`config.mk`:
```
export PLATFORM = sky130hd
export DESIGN_NAME = wb_can_bridge_flat
export DESIGN_NICKNAME = d
export VERILOG_FILES = /design/src/rtl/wb_can_bridge_if.sv /design/src/rtl/wb_can_bridge.sv /design/src/flat_wrapper.sv
export SDC_FILE = /design/constraint.sdc
export NUM_CORES = 1
export LEC_CHECK = 0
export ABC_AREA = 1
export BUFFER_PORTS_ARGS = -buffer_cell sky130_fd_sc_hd__buf_2
export CORE_ASPECT_RATIO = 0.6
export CORE_MARGIN = 2
export CORE_UTILIZATION = 48
export DETAILED_ROUTE_END_ITERATION = 6
export PLACE_DENSITY_LB_ADDON = 0.2
export SKIP_LAST_GASP = 1
export SLEW_MARGIN = 20
export SYNTH_ARGS = -nofsm -noshare
export SYNTH_HDL_FRONTEND = slang
export SYNTH_SLANG_ARGS = --single-unit
```
`constraint.sdc`:
```
create_clock -name clock -period 6.7 [get_ports clock]
set_clock_uncertainty 0.05 [all_clocks]
set_input_delay 1.34 -clock clock [delete_from_list [all_inputs] [get_ports clock]]
set_output_delay 1.34 -clock clock [all_outputs]
set_load 0.01 [all_outputs]
```
`src/rtl/wb_can_bridge_if.sv`:
```
// Signal bundle between the debug-bus master, the bridge and the CAN register port.
// The bridge uses the slave modport; the environment driving both sides uses master.
interface wb_can_bridge_if;
    logic        i_wb_cyc;
    logic        i_wb_stb;
    logic        i_wb_we;
    logic [31:0] i_wb_addr;
    logic [31:0] i_wb_data;
    logic        o_wb_stall;
    logic        o_wb_ack;
    logic        o_wb_err;
    logic [31:0] o_wb_data;
    logic        o_can_cyc;
    logic        o_can_stb;
    logic        o_can_we;
    logic [7:0]  o_can_addr;
    logic [7:0]  o_can_dat;
    logic [7:0]  i_can_dat;
    logic        i_can_ack;
    logic        i_can_irq_n;
    logic        o_irq;

    modport slave (
        input  i_wb_cyc, i_wb_stb, i_wb_we, i_wb_addr, i_wb_data,
        output o_wb_stall, o_wb_ack, o_wb_err, o_wb_data,
        output o_can_cyc, o_can_stb, o_can_we, o_can_addr, o_can_dat,
        input  i_can_dat, i_can_ack, i_can_irq_n,
        output o_irq
    );

    modport master (
        output i_wb_cyc, i_wb_stb, i_wb_we, i_wb_addr, i_wb_data,
        input  o_wb_stall, o_wb_ack, o_wb_err, o_wb_data,
        input  o_can_cyc, o_can_stb, o_can_we, o_can_addr, o_can_dat,
        output i_can_dat, i_can_ack, i_can_irq_n,
        input  o_irq
    );
endinterface

```
`src/rtl/wb_can_bridge.sv`:
```
// Bridges 32-bit pipelined debug-bus accesses onto the CAN core's 8-bit register port,
// turning out-of-window, timed-out or missing responses into bus errors.
module wb_can_bridge #(
    parameter logic [31:0] BASE_ADDR    = 32'h0000_0001,
    parameter int          WINDOW       = 256,
    parameter int          TIMEOUT_CLKS = 64
) (
    input  logic             clock,
    input  logic             reset_n,
    wb_can_bridge_if.slave   bus
);
    localparam int            CW       = $clog2(TIMEOUT_CLKS + 1);
    localparam logic [CW-1:0] CNT_LAST = CW'(TIMEOUT_CLKS - 1);
    localparam logic [CW-1:0] CNT_MAX  = {CW{1'b1}};
    localparam logic [32:0]   WIN      = 33'(WINDOW);

    typedef enum logic [1:0] {
        IDLE   = 2'd0,
        ACCESS = 2'd1,
        RESP   = 2'd2
    } state_t;

    state_t        state_r,    state_s;
    logic [CW-1:0] cnt_r,      cnt_s;
    logic          stall_r,    stall_s;
    logic          ack_r,      ack_s;
    logic          err_r,      err_s;
    logic [31:0]   wb_data_r,  wb_data_s;
    logic          can_cyc_r,  can_cyc_s;
    logic          can_stb_r,  can_stb_s;
    logic          can_we_r,   can_we_s;
    logic [7:0]    can_addr_r, can_addr_s;
    logic [7:0]    can_dat_r,  can_dat_s;
    logic          irq_r;
    logic [31:0]   off_s;

    // Next-state and next-output computation for the access sequencer
    always_comb begin
        state_s    = state_r;
        cnt_s      = cnt_r;
        stall_s    = stall_r;
        ack_s      = 1'b0;
        err_s      = 1'b0;
        wb_data_s  = 32'h0000_0000;
        can_cyc_s  = can_cyc_r;
        can_stb_s  = can_stb_r;
        can_we_s   = can_we_r;
        can_addr_s = can_addr_r;
        can_dat_s  = can_dat_r;
        // Unsigned subtraction: addresses below the base wrap to huge offsets.
        off_s      = bus.i_wb_addr - BASE_ADDR;
        case (state_r)
            IDLE: begin
                stall_s = 1'b0;
                if (bus.i_wb_cyc && bus.i_wb_stb && !stall_r) begin
                    stall_s = 1'b1;
                    if ({1'b0, off_s} < WIN) begin
                        state_s    = ACCESS;
                        can_addr_s = off_s[7:0];
                        can_dat_s  = bus.i_wb_data[7:0];
                        can_we_s   = bus.i_wb_we;
                        can_cyc_s  = 1'b1;
                        can_stb_s  = 1'b1;
                        cnt_s      = {CW{1'b0}};
                    end else begin
                        state_s = RESP;
                        err_s   = 1'b1;
                    end
                end else begin
                    state_s = IDLE;
                end
            end
            ACCESS: begin
                // Master abort outranks a late CAN ack; nothing is reported back.
                if (!bus.i_wb_cyc) begin
                    state_s   = IDLE;
                    stall_s   = 1'b0;
                    can_cyc_s = 1'b0;
                    can_stb_s = 1'b0;
                end else if (bus.i_can_ack) begin
                    state_s   = RESP;
                    ack_s     = 1'b1;
                    wb_data_s = can_we_r ? 32'h0000_0000 : {24'h00_0000, bus.i_can_dat};
                    can_cyc_s = 1'b0;
                    can_stb_s = 1'b0;
                end else if (cnt_r == CNT_LAST) begin
                    state_s   = RESP;
                    err_s     = 1'b1;
                    can_cyc_s = 1'b0;
                    can_stb_s = 1'b0;
                end else if (cnt_r != CNT_MAX) begin
                    cnt_s = cnt_r + {{(CW-1){1'b0}}, 1'b1};
                end else begin
                    cnt_s = cnt_r;
                end
            end
            RESP: begin
                state_s = IDLE;
                stall_s = 1'b0;
            end
            default: begin
                state_s   = IDLE;
                stall_s   = 1'b0;
                can_cyc_s = 1'b0;
                can_stb_s = 1'b0;
            end
        endcase
    end

    // State and registered-output update with synchronous reset
    always_ff @(posedge clock) begin
        if (!reset_n) begin
            state_r    <= IDLE;
            cnt_r      <= {CW{1'b0}};
            stall_r    <= 1'b0;
            ack_r      <= 1'b0;
            err_r      <= 1'b0;
            wb_data_r  <= 32'h0000_0000;
            can_cyc_r  <= 1'b0;
            can_stb_r  <= 1'b0;
            can_we_r   <= 1'b0;
            can_addr_r <= 8'h00;
            can_dat_r  <= 8'h00;
        end else begin
            state_r    <= state_s;
            cnt_r      <= cnt_s;
            stall_r    <= stall_s;
            ack_r      <= ack_s;
            err_r      <= err_s;
            wb_data_r  <= wb_data_s;
            can_cyc_r  <= can_cyc_s;
            can_stb_r  <= can_stb_s;
            can_we_r   <= can_we_s;
            can_addr_r <= can_addr_s;
            can_dat_r  <= can_dat_s;
        end
    end

    // Interrupt resynchronised and inverted, independent of the sequencer
    always_ff @(posedge clock) begin
        if (!reset_n) begin
            irq_r <= 1'b0;
        end else begin
            irq_r <= !bus.i_can_irq_n;
        end
    end

    assign bus.o_wb_stall = stall_r;
    assign bus.o_wb_ack   = ack_r;
    assign bus.o_wb_err   = err_r;
    assign bus.o_wb_data  = wb_data_r;
    assign bus.o_can_cyc  = can_cyc_r;
    assign bus.o_can_stb  = can_stb_r;
    assign bus.o_can_we   = can_we_r;
    assign bus.o_can_addr = can_addr_r;
    assign bus.o_can_dat  = can_dat_r;
    assign bus.o_irq      = irq_r;
endmodule
```
`src/flat_wrapper.sv`:
```
// flat-port wrapper written by rule: the top's interface ports become plain ports
module wb_can_bridge_flat 
#(
    parameter logic [31:0] BASE_ADDR    = 32'h0000_0001,
    parameter int          WINDOW       = 256,
    parameter int          TIMEOUT_CLKS = 64
)
  (clock, reset_n, bus_i_wb_cyc, bus_i_wb_stb, bus_i_wb_we, bus_i_wb_addr, bus_i_wb_data, bus_o_wb_stall, bus_o_wb_ack, bus_o_wb_err, bus_o_wb_data, bus_o_can_cyc, bus_o_can_stb, bus_o_can_we, bus_o_can_addr, bus_o_can_dat, bus_i_can_dat, bus_i_can_ack, bus_i_can_irq_n, bus_o_irq);
  wb_can_bridge_if bus_i ();
  input  logic clock;
  input  logic reset_n;
  input wire logic [$bits(bus_i.i_wb_cyc)-1:0] bus_i_wb_cyc;
  input wire logic [$bits(bus_i.i_wb_stb)-1:0] bus_i_wb_stb;
  input wire logic [$bits(bus_i.i_wb_we)-1:0] bus_i_wb_we;
  input wire logic [$bits(bus_i.i_wb_addr)-1:0] bus_i_wb_addr;
  input wire logic [$bits(bus_i.i_wb_data)-1:0] bus_i_wb_data;
  output wire logic [$bits(bus_i.o_wb_stall)-1:0] bus_o_wb_stall;
  output wire logic [$bits(bus_i.o_wb_ack)-1:0] bus_o_wb_ack;
  output wire logic [$bits(bus_i.o_wb_err)-1:0] bus_o_wb_err;
  output wire logic [$bits(bus_i.o_wb_data)-1:0] bus_o_wb_data;
  output wire logic [$bits(bus_i.o_can_cyc)-1:0] bus_o_can_cyc;
  output wire logic [$bits(bus_i.o_can_stb)-1:0] bus_o_can_stb;
  output wire logic [$bits(bus_i.o_can_we)-1:0] bus_o_can_we;
  output wire logic [$bits(bus_i.o_can_addr)-1:0] bus_o_can_addr;
  output wire logic [$bits(bus_i.o_can_dat)-1:0] bus_o_can_dat;
  input wire logic [$bits(bus_i.i_can_dat)-1:0] bus_i_can_dat;
  input wire logic [$bits(bus_i.i_can_ack)-1:0] bus_i_can_ack;
  input wire logic [$bits(bus_i.i_can_irq_n)-1:0] bus_i_can_irq_n;
  output wire logic [$bits(bus_i.o_irq)-1:0] bus_o_irq;
  assign bus_i.i_wb_cyc = bus_i_wb_cyc;
  assign bus_i.i_wb_stb = bus_i_wb_stb;
  assign bus_i.i_wb_we = bus_i_wb_we;
  assign bus_i.i_wb_addr = bus_i_wb_addr;
  assign bus_i.i_wb_data = bus_i_wb_data;
  assign bus_o_wb_stall = bus_i.o_wb_stall;
  assign bus_o_wb_ack = bus_i.o_wb_ack;
  assign bus_o_wb_err = bus_i.o_wb_err;
  assign bus_o_wb_data = bus_i.o_wb_data;
  assign bus_o_can_cyc = bus_i.o_can_cyc;
  assign bus_o_can_stb = bus_i.o_can_stb;
  assign bus_o_can_we = bus_i.o_can_we;
  assign bus_o_can_addr = bus_i.o_can_addr;
  assign bus_o_can_dat = bus_i.o_can_dat;
  assign bus_i.i_can_dat = bus_i_can_dat;
  assign bus_i.i_can_ack = bus_i_can_ack;
  assign bus_i.i_can_irq_n = bus_i_can_irq_n;
  assign bus_o_irq = bus_i.o_irq;
  wb_can_bridge #(.BASE_ADDR(BASE_ADDR), .WINDOW(WINDOW), .TIMEOUT_CLKS(TIMEOUT_CLKS)) u_core (.clock(clock), .reset_n(reset_n), .bus(bus_i));
endmodule
```
==> key figures <==
Power and ir drop
  – Clk pwr share: just under 40%
  – Sequential power share: between 40% and 50%
  – Switching part of the total: 25.6%
  – Final Power: 0.000494 W
  – Sw Pwr: 0.000126 W
  – Logic pwr share: between 10% and 20%
  – Power Density: 156 nW/um^2
  – Leak: ~1.6 nW
  – P_int: 0.000368 W
  – VDD IR-drop max: about 0.00011 V

Detailed routing
  – DRT Wirelength: between 6 and 7 mm
  – DRT antenna net count: 0
  – Drt drc: 0
  – WL per Instance: roughly 12 um
  – Vias per cell: between 4 and 5
  – DRT Pass-1 Iters: 4
  – Via Count: approximately 2,800
  – Starting DRT DRC Count: 206

Cells and area
  – Total Nets Final: around 600
  – Post-route core utilization: around three fifths
  – Share of cells above drive strength 1: 22.3%
  – Area of the multi-input gates: between 1500 and 2000 sq um
  – Ant. Diodes: 0
  – # fillers: approximately 550
  – Area Overhead vs Synth: 18.2%
  – Seq. cell area: roughly 780 sq um

Worst setup path
  – Critical Path RT: just under 7000 ps
  – Origin of the critical flop-to-flop path: u_core.state_r[1]
  – R2r setup slk: between 4000 and 5000 ps
  – Setup Crit Path Kind: input port to flip-flop
  – Crit Path Max Fanout: 26
  – Worst EP arrival: 3840 ps
  – Number of cells on the worst reg-to-reg path: 11
  – CP Launch Type: input port
  – R2r endpoint: u_core.cnt_r[5]
  – Crit path max-delay cell type: nand3_4
  – Crit. End Element: flip-flop
  – Cell Chain, Critical Path: buf_2 -> inv_1 -> ha_1 -> nand2_2 -> nor2_8 -> nand2_2 -> nand2_1 -> nand3_1 -> nor2_1 -> nand2_1 -> nor2_1 -> nand2_1 -> nor2_2 -> nand3_4 -> clkinv_2 -> o21ai_0 -> nor2_1
  – Worst path bufs/invs: 3
  – Family with the most delay on the worst path: simple AND/OR/NAND/NOR gates
  – CP peak stage delay: a little under 300 ps

Logic synthesis
  – Distinct cells, synth: 34
  – Syn Std Cell Area: 2670 sq um
  – #FFs+latches synth: 39
  – Mapped Cells: approximately 440
  – Register area share after synthesis: about 29%
  – Synth Area in Adders: less than 1%
  – Post-synthesis xor/xnor area fraction: between 3 and 4%
  – Mean Syn Cell Area: between 6 and 7 sq um
  – Largest family of logic cells by synthesized area: simple AND/OR/NAND/NOR gates
  – Ys Warns: 0
  – Synth Area in Simple Gates: approximately 42%
  – Post-synthesis mux area share: 0%
  – Synth Area in Compound Gates: about 8.6%

Timing
  – RSZ-0062 raised after global routing: false
  – Max Fclk: between 200 and 300 MHz
  – TNS Setup: 0 ps
  – Final period utilization: a little over half
  – Final Hold Fails: 0
  – Max Transition Viols Final: 0
  – Final setup fails: 0
  – Minimum clock period: 3670 ps

Global route
  – Antenna violations before repair: 0
  – Largest net degree at the start of global routing: 27
  – Vias in the first global route: 2,267
  – First-pass GRT wire length: about 11 mm
  – Gr ovfl total: 0
  – GRT Overall Usage: between 20% and 30%

Flow run
  – Max_cap viols: 0

Clock tree
  – H-tree levels: 2
  – Clock latency on the worst-skew pair: approximately 290 ps
  – CTS tree: done
  – Root buffer cell: clkbuf_8
  – CTS Buf Count: 5
  – CTS resizes: 0
  – Setup repair bufs after CTS: 0
  – Clock Tree Buf Depth: 2
  – TritonCTS Sinks: 39
  – Hold buffer count at CTS: 0
  – CTS clock-pin slew for the worst setup and hold paths: approximately 80 ps

Place
  – Input/output buffers: 85
  – Post-DP HPWL: 5.59 mm
  – Final Wtd Congestion: 0.970

Die
  – Core Box Area: approximately 5200 sq um
  – Die H: between 60 and 70 um
  – Die ar.: 6200 sq um
  – Row Count: 20
  – Io pins: between 100 and 150
  – Initial Util: slightly above 50%
  – Die Width: 100 um

Worst hold path
  – Hold endpoint: u_core.cnt_r[6]
  – HP Start: u_core.cnt_r[6]
  – Hold WC Path Type: flip-flop to flip-flop
  – Hold depth: 2

Run status
  – Outcome: complete, no violations
-- per-layer routing --
| layer | GRT usage [%] | part of all wire (%) | up-vias |
|---|---|---|---|
| met4 | 2.94 | 0.28 | 0 |
| li1 | - | - | 1480 |
| met5 | 0 | 0 | - |
| met1 | 33.5 | 52 | 1204 |
| met3 | 9.28 | 12 | 4 |
| met2 | 29.6 | 37 | 116 |
-- registers in the layout (all words and copies together), names as in the netlist, 2 cells and up --
signal,count
u_core.bus.o_wb_data,8
u_core.bus.o_can_addr,8
u_core.bus.o_can_dat,8
u_core.state_r,2
u_core.cnt_r,7
-- synth_stat cells, drive strengths merged --
cell,instances,share of area [%]
nand3b,1,0.28
a21oi,15,2.8
buf,29,8.0
clkbuf,2,0.28
ha,2,0.94
xor2,8,2.6
nor3,6,1.5
nor2,115,18
conb,1,0.14
or2,1,0.23
nor4,1,0.23
xnor2,3,0.98
dfxtp,39,29
nand4,6,1.4
o21ai,19,3.6
inv,48,6.7
nand3,23,5.0
nand2,108,16
clkinv,1,0.19
o21bai,6,1.7
o211ai,1,0.28
o21a,1,0.28
-- area by class of cell --
type | count | share of cell area (%)
Clock inverter | 3 | 1.39
Tap cell | 66 | 2.61
Inverter | 49 | 5.86
Multi-Input combinational cell | 340 | 49.8
Timing Repair Buffer | 85 | 13.5
Clock buffer | 5 | 2.18
Sequential cell | 39 | 24.7
-- placed cells by master, fill, tap and decap left out --
cell type	instances
nand2_2	7
nor2_8	1
buf_2	85
inv_2	1
nand3b_1	1
nor2_4	1
clkinv_2	2
dfxtp_1	39
o21bai_1	6
conb_1	24
xnor2_1	3
inv_1	47
nand3_2	1
nor4_1	1
a21oi_1	15
or2_2	1
ha_1	2
xor2_1	8
o21a_1	1
o21ai_1	8
nor3_4	1
clkbuf_8	5
nor2_2	8
bufinv_16	1
clkinv_4	1
nor3_1	5
nand3_1	21
o211ai_1	1
o21ai_0	11
nor2_1	105
nand3_4	1
nand4_1	6
nand2_1	101
-- worst register-to-register path, stage by stage (launching register included) --
cell     delay, ps
dfxtp_1        320
inv_1          100
nand2_1        150
nor2_1         260
inv_1           90
nor2_1         130
inv_1           70
nor2_1         170
inv_1          170
nand2_1        170
nand2_1         80
a21oi_1        110
-- stage by stage --
stage          cells  hold slack [ps]  instance area [sq um]  worst slack (ps)
2_1_floorplan    459              383                   2760              3520
3_3_place_gp     579              404                   3050              2800
3_5_place_dp     579              415                   3050              2770
4_1_cts          587              429                   3160              3070
5_1_grt          587              452                   3160              2790
6_report         587              423                   3160              3030
-- power groups by stage --
stage	combinational, W	clock, W	sequential [W]
2_1_floorplan	0.0000461	0	0.000239
3_3_place_gp	0.0000649	0	0.000238
3_5_place_dp	0.0000653	0	0.000238
4_1_cts	0.0000656	0.000200	0.000233
5_1_grt	0.0000749	0.000209	0.000233
6_report	0.0000662	0.000195	0.000233
-- kinds of logic (layout without fill, tap and decap cells) --
logic type,Yosys count,count (layout)
simple gates,261,261
buf+inv,80,142
compound gates,42,42
flops,39,39
xor+xnor,11,11
fa+ha+maj,2,2
other cells,1,24
-- how the worst max path moves through the flow --
stage	startpoint	end	slack, ps	cells past startpoint
after detailed placement	bus_i_wb_addr[0]	u_core.bus.o_can_dat[2]	2770	17
after floorplan	bus_i_wb_addr[0]	u_core.bus.o_can_addr[1]	3520	16
after global placement	bus_i_wb_addr[0]	u_core.bus.o_can_addr[1]	2800	16
final	bus_i_wb_addr[0]	u_core.bus.o_can_dat[2]	3030	17
after CTS	bus_i_wb_addr[0]	u_core.bus.o_can_dat[2]	3070	17
after global routing	bus_i_wb_addr[0]	u_core.bus.o_can_dat[0]	2790	17
No activity file was read; power rests on OpenSTA's default activity.
